$ cat src/rtl/mem_arbiter_pkg.sv
// Shared constants, state encoding and memory command payload for the fetch/data memory arbiter.
package mem_arbiter_pkg;

    localparam int unsigned XLEN  = 32;
    localparam int unsigned CNT_W = 8;
    localparam int unsigned ST_W  = 2;

    localparam logic [CNT_W-1:0] TIMEOUT_LIMIT = 8'd255;

    localparam logic [ST_W-1:0] IDLE   = 2'd0;
    localparam logic [ST_W-1:0] BUSY_D = 2'd1;
    localparam logic [ST_W-1:0] BUSY_F = 2'd2;

    typedef struct packed {
        logic            we;
        logic [XLEN-1:0] addr;
        logic [XLEN-1:0] wdata;
    } mem_cmd_t;

endpackage

$ cat src/rtl/mem_watchdog.sv
// Busy-cycle counter for an outstanding memory access, raising a sticky timeout when the limit is hit.
module mem_watchdog
    import mem_arbiter_pkg::*;
(
    input  logic clk,
    input  logic rst,
    input  logic issue,
    input  logic busy,
    input  logic ack,
    output logic expire_c,
    output logic timeout
);

    logic [CNT_W-1:0] busy_cnt;

    // True on the edge where the counter would reach the limit without an ack.
    assign expire_c = busy & ~ack & (busy_cnt == TIMEOUT_LIMIT - CNT_W'(1));

    always_ff @(posedge clk) begin
        if (rst) begin
            busy_cnt <= '0;
            timeout  <= 1'b0;
        end else begin
            if (issue) begin
                busy_cnt <= '0;
            end else if (busy && !ack && (busy_cnt != TIMEOUT_LIMIT)) begin
                busy_cnt <= busy_cnt + CNT_W'(1);
            end
            if (expire_c) begin
                timeout <= 1'b1;
            end
        end
    end

endmodule

$ cat src/rtl/mem_arbiter.sv
// Fixed-priority arbiter sharing one memory port between the data (priority) and fetch requesters.
module mem_arbiter
    import mem_arbiter_pkg::*;
(
    input  logic            clk,
    input  logic            rst,
    input  logic            FetchReq,
    input  logic [XLEN-1:0] FetchAddr,
    output logic [XLEN-1:0] FetchRData,
    output logic            FetchValid,
    input  logic            DataReq,
    input  logic            DataWe,
    input  logic [XLEN-1:0] DataAddr,
    input  logic [XLEN-1:0] DataWData,
    output logic [XLEN-1:0] DataRData,
    output logic            DataValid,
    output logic            MemReq,
    output logic            MemWe,
    output logic [XLEN-1:0] MemAddr,
    output logic [XLEN-1:0] MemWData,
    input  logic [XLEN-1:0] MemRData,
    input  logic            MemAck,
    output logic            StallFetch,
    output logic            StallData,
    output logic            Timeout
);

    logic [ST_W-1:0] state, state_n;
    mem_cmd_t        cmd, cmd_n;
    logic            mem_req_n;
    logic            dvalid_n, fvalid_n;
    logic [XLEN-1:0] drdata_n, frdata_n;
    logic            data_pend_c, fetch_pend_c;
    logic            issue_c, busy_c, expire_c;

    // A request still visible during its own Valid cycle is the one just served, not a new one.
    assign data_pend_c  = DataReq & ~DataValid;
    assign fetch_pend_c = FetchReq & ~FetchValid;
    assign issue_c      = (state == IDLE) & (data_pend_c | fetch_pend_c);
    assign busy_c       = (state != IDLE);

    assign StallData  = data_pend_c;
    assign StallFetch = fetch_pend_c;

    assign MemWe    = cmd.we;
    assign MemAddr  = cmd.addr;
    assign MemWData = cmd.wdata;

    always_comb begin
        state_n   = state;
        cmd_n     = cmd;
        mem_req_n = MemReq;
        dvalid_n  = 1'b0;
        fvalid_n  = 1'b0;
        drdata_n  = DataRData;
        frdata_n  = FetchRData;
        case (state)
            IDLE: begin
                if (data_pend_c) begin
                    cmd_n     = '{we: DataWe, addr: DataAddr, wdata: DataWData};
                    mem_req_n = 1'b1;
                    state_n   = BUSY_D;
                end else if (fetch_pend_c) begin
                    cmd_n.we   = 1'b0;
                    cmd_n.addr = FetchAddr;
                    mem_req_n  = 1'b1;
                    state_n    = BUSY_F;
                end
            end
            BUSY_D: begin
                if (MemAck) begin
                    if (!cmd.we) begin
                        drdata_n = MemRData;
                    end
                    dvalid_n  = 1'b1;
                    mem_req_n = 1'b0;
                    state_n   = IDLE;
                end else if (expire_c) begin
                    mem_req_n = 1'b0;
                    state_n   = IDLE;
                end
            end
            BUSY_F: begin
                if (MemAck) begin
                    // A redirected fetch drops the stale word; IDLE reissues at the new address.
                    if (FetchReq && (FetchAddr == cmd.addr)) begin
                        frdata_n = MemRData;
                        fvalid_n = 1'b1;
                    end
                    mem_req_n = 1'b0;
                    state_n   = IDLE;
                end else if (expire_c) begin
                    mem_req_n = 1'b0;
                    state_n   = IDLE;
                end
            end
            default: begin
                mem_req_n = 1'b0;
                state_n   = IDLE;
            end
        endcase
    end

    always_ff @(posedge clk) begin
        if (rst) begin
            state      <= IDLE;
            cmd        <= '0;
            MemReq     <= 1'b0;
            DataValid  <= 1'b0;
            FetchValid <= 1'b0;
            DataRData  <= '0;
            FetchRData <= '0;
        end else begin
            state      <= state_n;
            cmd        <= cmd_n;
            MemReq     <= mem_req_n;
            DataValid  <= dvalid_n;
            FetchValid <= fvalid_n;
            DataRData  <= drdata_n;
            FetchRData <= frdata_n;
        end
    end

    mem_watchdog u_watchdog (
        .clk      (clk),
        .rst      (rst),
        .issue    (issue_c),
        .busy     (busy_c),
        .ack      (MemAck),
        .expire_c (expire_c),
        .timeout  (Timeout)
    );

endmodule

$ cat config.mk
export PLATFORM = sky130hd
export DESIGN_NAME = mem_arbiter
export DESIGN_NICKNAME = d
export VERILOG_FILES = /design/src/rtl/mem_arbiter_pkg.sv /design/src/rtl/mem_watchdog.sv /design/src/rtl/mem_arbiter.sv
export SDC_FILE = /design/constraint.sdc
export NUM_CORES = 1
export LEC_CHECK = 0
export BUFFER_PORTS_ARGS = -buffer_cell sky130_fd_sc_hd__buf_2
export CAP_MARGIN = 20
export CORE_MARGIN = 2
export CORE_UTILIZATION = 35
export DETAILED_ROUTE_END_ITERATION = 10
export HOLD_SLACK_MARGIN = 0.03
export SLEW_MARGIN = 40
export SYNTH_ARGS = -nofsm -noshare
export SYNTH_HDL_FRONTEND = slang
export SYNTH_SLANG_ARGS = --single-unit
$ cat constraint.sdc
create_clock -name clk -period 1.5 [get_ports clk]
set_input_delay 0.15 -clock clk [delete_from_list [all_inputs] [get_ports clk]]
set_output_delay 0.15 -clock clk [all_outputs]
set_load 0.05 [all_outputs]
==> results.py <==
metrics = {
    "placed_design": {
        "portBuffers": 268,
        "place_congestion": 0.802,
        "place_ws_ns": -0.395,
        "dpl.hpwl_mm": 12.6,
    },
    "logic_synthesis": {
        "synth_edf_count": 0,
        "yosys.area.top_type": "dfxtp_1",
        "synth_area_leaders": "dfxtp_1, nand2_1, nand2b_1",
        "ys.flop_type": "dfxtp_1",
        "async_flop_share": 0,
        "syn_nets": 865,
        "netlist_area_um2": 6070,
        "synth_seq_area_share": 0.471,
        "synth_top_area_frac": 0.471,
        "yosysMostFrequentCell": "nand2_1",
        "synth_seq_cells": 143,
        "ys_warn_count": 0,
        "ys_types": 31,
        "syn_inst": 726,
        "synth_area_per_cell_um2": 8.37,
        "synth_common_cells": "nand2_1, dfxtp_1, nand2b_1, a21oi_1, nor2_1",
    },
    "critical_path": {
        "worst-r2r-setup-slack_ns": -0.35,
        "reg2reg_to": "FetchRData[27]$_SDFFE_PP0P_",
        "path_class": "reg2reg",
        "slowest_delay_ns": 0.37,
        "cp_data_required_time_ns": 1.85,
        "r2r_start": "MemAddr[2]$_SDFFE_PP0P_",
        "endpoint_kind": "flop",
        "slowest_stage": "and4_4",
        "worstSetupStartpointType": "flop",
        "crit_family": "simple AND/OR/NAND/NOR gates",
        "critPathMaxFanout": 8,
        "cp.arrival_ns": 2.20,
        "path_buf_inv": 1,
        "reg2reg_depth": 6,
        "path_cells": "xnor2_2 -> nand4_1 -> nor4_4 -> and4_4 -> clkbuf_16 -> mux2i_1",
    },
    "global_routing": {
        "grt_pass1_vias": 6395,
        "grt_max_degree": 61,
        "antenna_found_initial": 1,
        "grt_pass1_wl_mm": 31.7,
        "grt.total_usage": 0.221,
        "overflow": 0,
    },
    "clock_network": {
        "clock_latency_ns": 0.43,
        "cts.path.max_buffers": 2,
        "cts_sinks": 143,
        "h-tree-depth": 4,
        "cts-root-buf": "clkbuf_16",
        "clk_pin_slew_ns": 0.06,
        "cts_buffers": 17,
        "cts_tree": "built",
    },
    "route": {
        "wirelength_mm": 23.5,
        "ant_nets": 0,
        "dr_total_vias": 6903,
        "drc": 0,
        "wl_per_cell_um": 16.5,
        "via_per_inst": 4.84,
        "drt_pass1_iterations": 4,
        "dr.first_iter.drc_count": 339,
    },
    "pwr": {
        "irDropWorstVdd_mv": 0.789,
        "power_uw": 12800,
        "total_leakage_power_uw": 0.00509,
        "power_density_nw_per_um2": 1130,
    },
    "die": {
        "fp.dieArea_um2": 18400,
        "die_h_um": 136,
        "die_w_um": 136,
        "start_util": 0.355,
        "boundaryPins": 269,
        "num_rows": 48,
        "core-area_um2": 17100,
    },
    "sta": {
        "finClkSkew_ns": 0.0107,
        "timing.fmax_mhz": 541,
        "period_minus_slack_ns": 1.85,
        "fin_crit_sh": 1.23,
        "relSlewSlack": 0.748,
        "hold_viol": 0,
        "tightest_slew_ns": 0.377,
        "finalMaxSlewViolations": 0,
        "fin_ws_ns": -0.347,
        "grt_setup_unrepaired": "true",
        "setup_viol": 118,
    },
    "cells_and_area": {
        "fin_util": 0.664,
        "areaGrowthSynthToFinish_pct": 87.1,
        "nets": 1327,
        "drive_above_1_share": 0.468,
    },
    "run": {
        "max-cap-violations": 0,
    },
    "hold_path": {
        "hold_depth": 2,
        "hp-start": "rst",
        "hold_class": "in2reg",
        "holdPathEnd": "DataRData[31]$_SDFFE_PP0P_",
    },
    "status": {
        "violations": "setup timing",
        "outcome": "finished with violations",
    },
}
[placed cells by master (no fill, tap or decap), drive strengths merged, types with 10 or more instances in the layout]
cell         count
a21oi           67
a311oi          33
buf            353
clkbuf          36
dfxtp          143
dlygate4sd3    129
mux2i           34
nand2          200
nand2b          68
nand4           10
nor2            49
xnor2           30
[stage by stage]
stage	TNS, ns	area [um2]	hold slack, ns	cells
final	-16.10	11400	0.0589	1427
after global routing	-24.43	11400	0.0755	1427
after CTS	-12.09	10400	0.0437	1406
after detailed placement	-12.00	8130	0.397	1231
after global placement	-11.56	8130	0.391	1231
after floorplan	-5.87	6230	0.286	726
[layer usage]
| layer | routed length, um | vias up | track usage | share of wire |
|---|---|---|---|---|
| li1 | - | 3345 | - | - |
| met1 | 9640 | 3283 | 0.259 | 0.41 |
| met2 | 12100 | 224 | 0.389 | 0.51 |
| met3 | 1220 | 51 | 0.0479 | 0.052 |
| met4 | 626 | 0 | 0.0897 | 0.027 |
| met5 | 0 | - | 0 | 0 |
[how the worst max path moves through the flow]
stage / cells after the start / start / slack, ns / endpoint
finish: 6 / MemAddr[2]$_SDFFE_PP0P_ / -0.35 / FetchRData[27]$_SDFFE_PP0P_
global placement: 6 / MemAddr[28]$_SDFFE_PP0P_ / -0.36 / FetchRData[4]$_SDFFE_PP0P_
global route: 6 / MemAddr[2]$_SDFFE_PP0P_ / -0.45 / FetchRData[11]$_SDFFE_PP0P_
floorplan: 7 / MemAddr[9]$_SDFFE_PP0P_ / -0.19 / FetchRData[0]$_SDFFE_PP0P_
CTS: 7 / state[0]$_SDFFE_PP0P_ / -0.37 / FetchRData[1]$_SDFFE_PP0P_
detailed placement: 6 / MemAddr[6]$_SDFFE_PP0P_ / -0.39 / FetchRData[1]$_SDFFE_PP0P_
[worst register-to-register path: cells and delay by family (launching register included)]
kind	cells	cell delay (ns)
simple gates	3	0.89
flops	1	0.35
buf+inv	1	0.21
xor+xnor	1	0.13
mux	1	0.19
[state kept, by name (all words and copies together), names as in the netlist]
signal               flops
FetchValid               1
state                    2
MemWData                32
FetchRData              32
u_watchdog.busy_cnt      8
DataValid                1
u_watchdog.timeout       1
MemWe                    1
MemAddr                 32
DataRData               32
MemReq                   1
[layout make-up]
cell class              count  area, um2
clock inverters             7       95.1
repair buffers            494       3880
fillers                  1302       5750
multi-input cells         527       3620
inverters                   5       25.0
well taps                 225        282
flip-flops and latches    143       2940
clock buffers              25        527
diodes                      1       2.50
[logic make-up (layout without fill, tap and decap cells)]
family | count (synthesis) | after routing | share of synthesized area
flops | 143 | 143 | 0.471
fa+ha+maj | 5 | 5 | 0.0103
compound gates | 104 | 104 | 0.109
buf+inv | 57 | 531 | 0.0457
other cells | 0 | 1 | 0
xor+xnor | 37 | 37 | 0.0533
mux | 34 | 34 | 0.0560
simple gates | 346 | 347 | 0.255
[power breakdown]
part           leakage [uW]  total, uW  internal [uW]  switching (uW)
clock              0.000305       4480           2780            1700
combinational       0.00360       4050           1750            2300
sequential          0.00118       4290           4100             187
total               0.00509      12800           8630            4190
[timing repair]
action,4_1_cts,5_1_grt
resized for setup,25,162
pin swaps,8,87
gates cloned,7,12
hold buffers,129,0
endpoints found under the hold margin,129,0
setup buffers,7,14
setup endpoints to repair,92,116
Note: power is estimated with default switching activity, not from simulation.
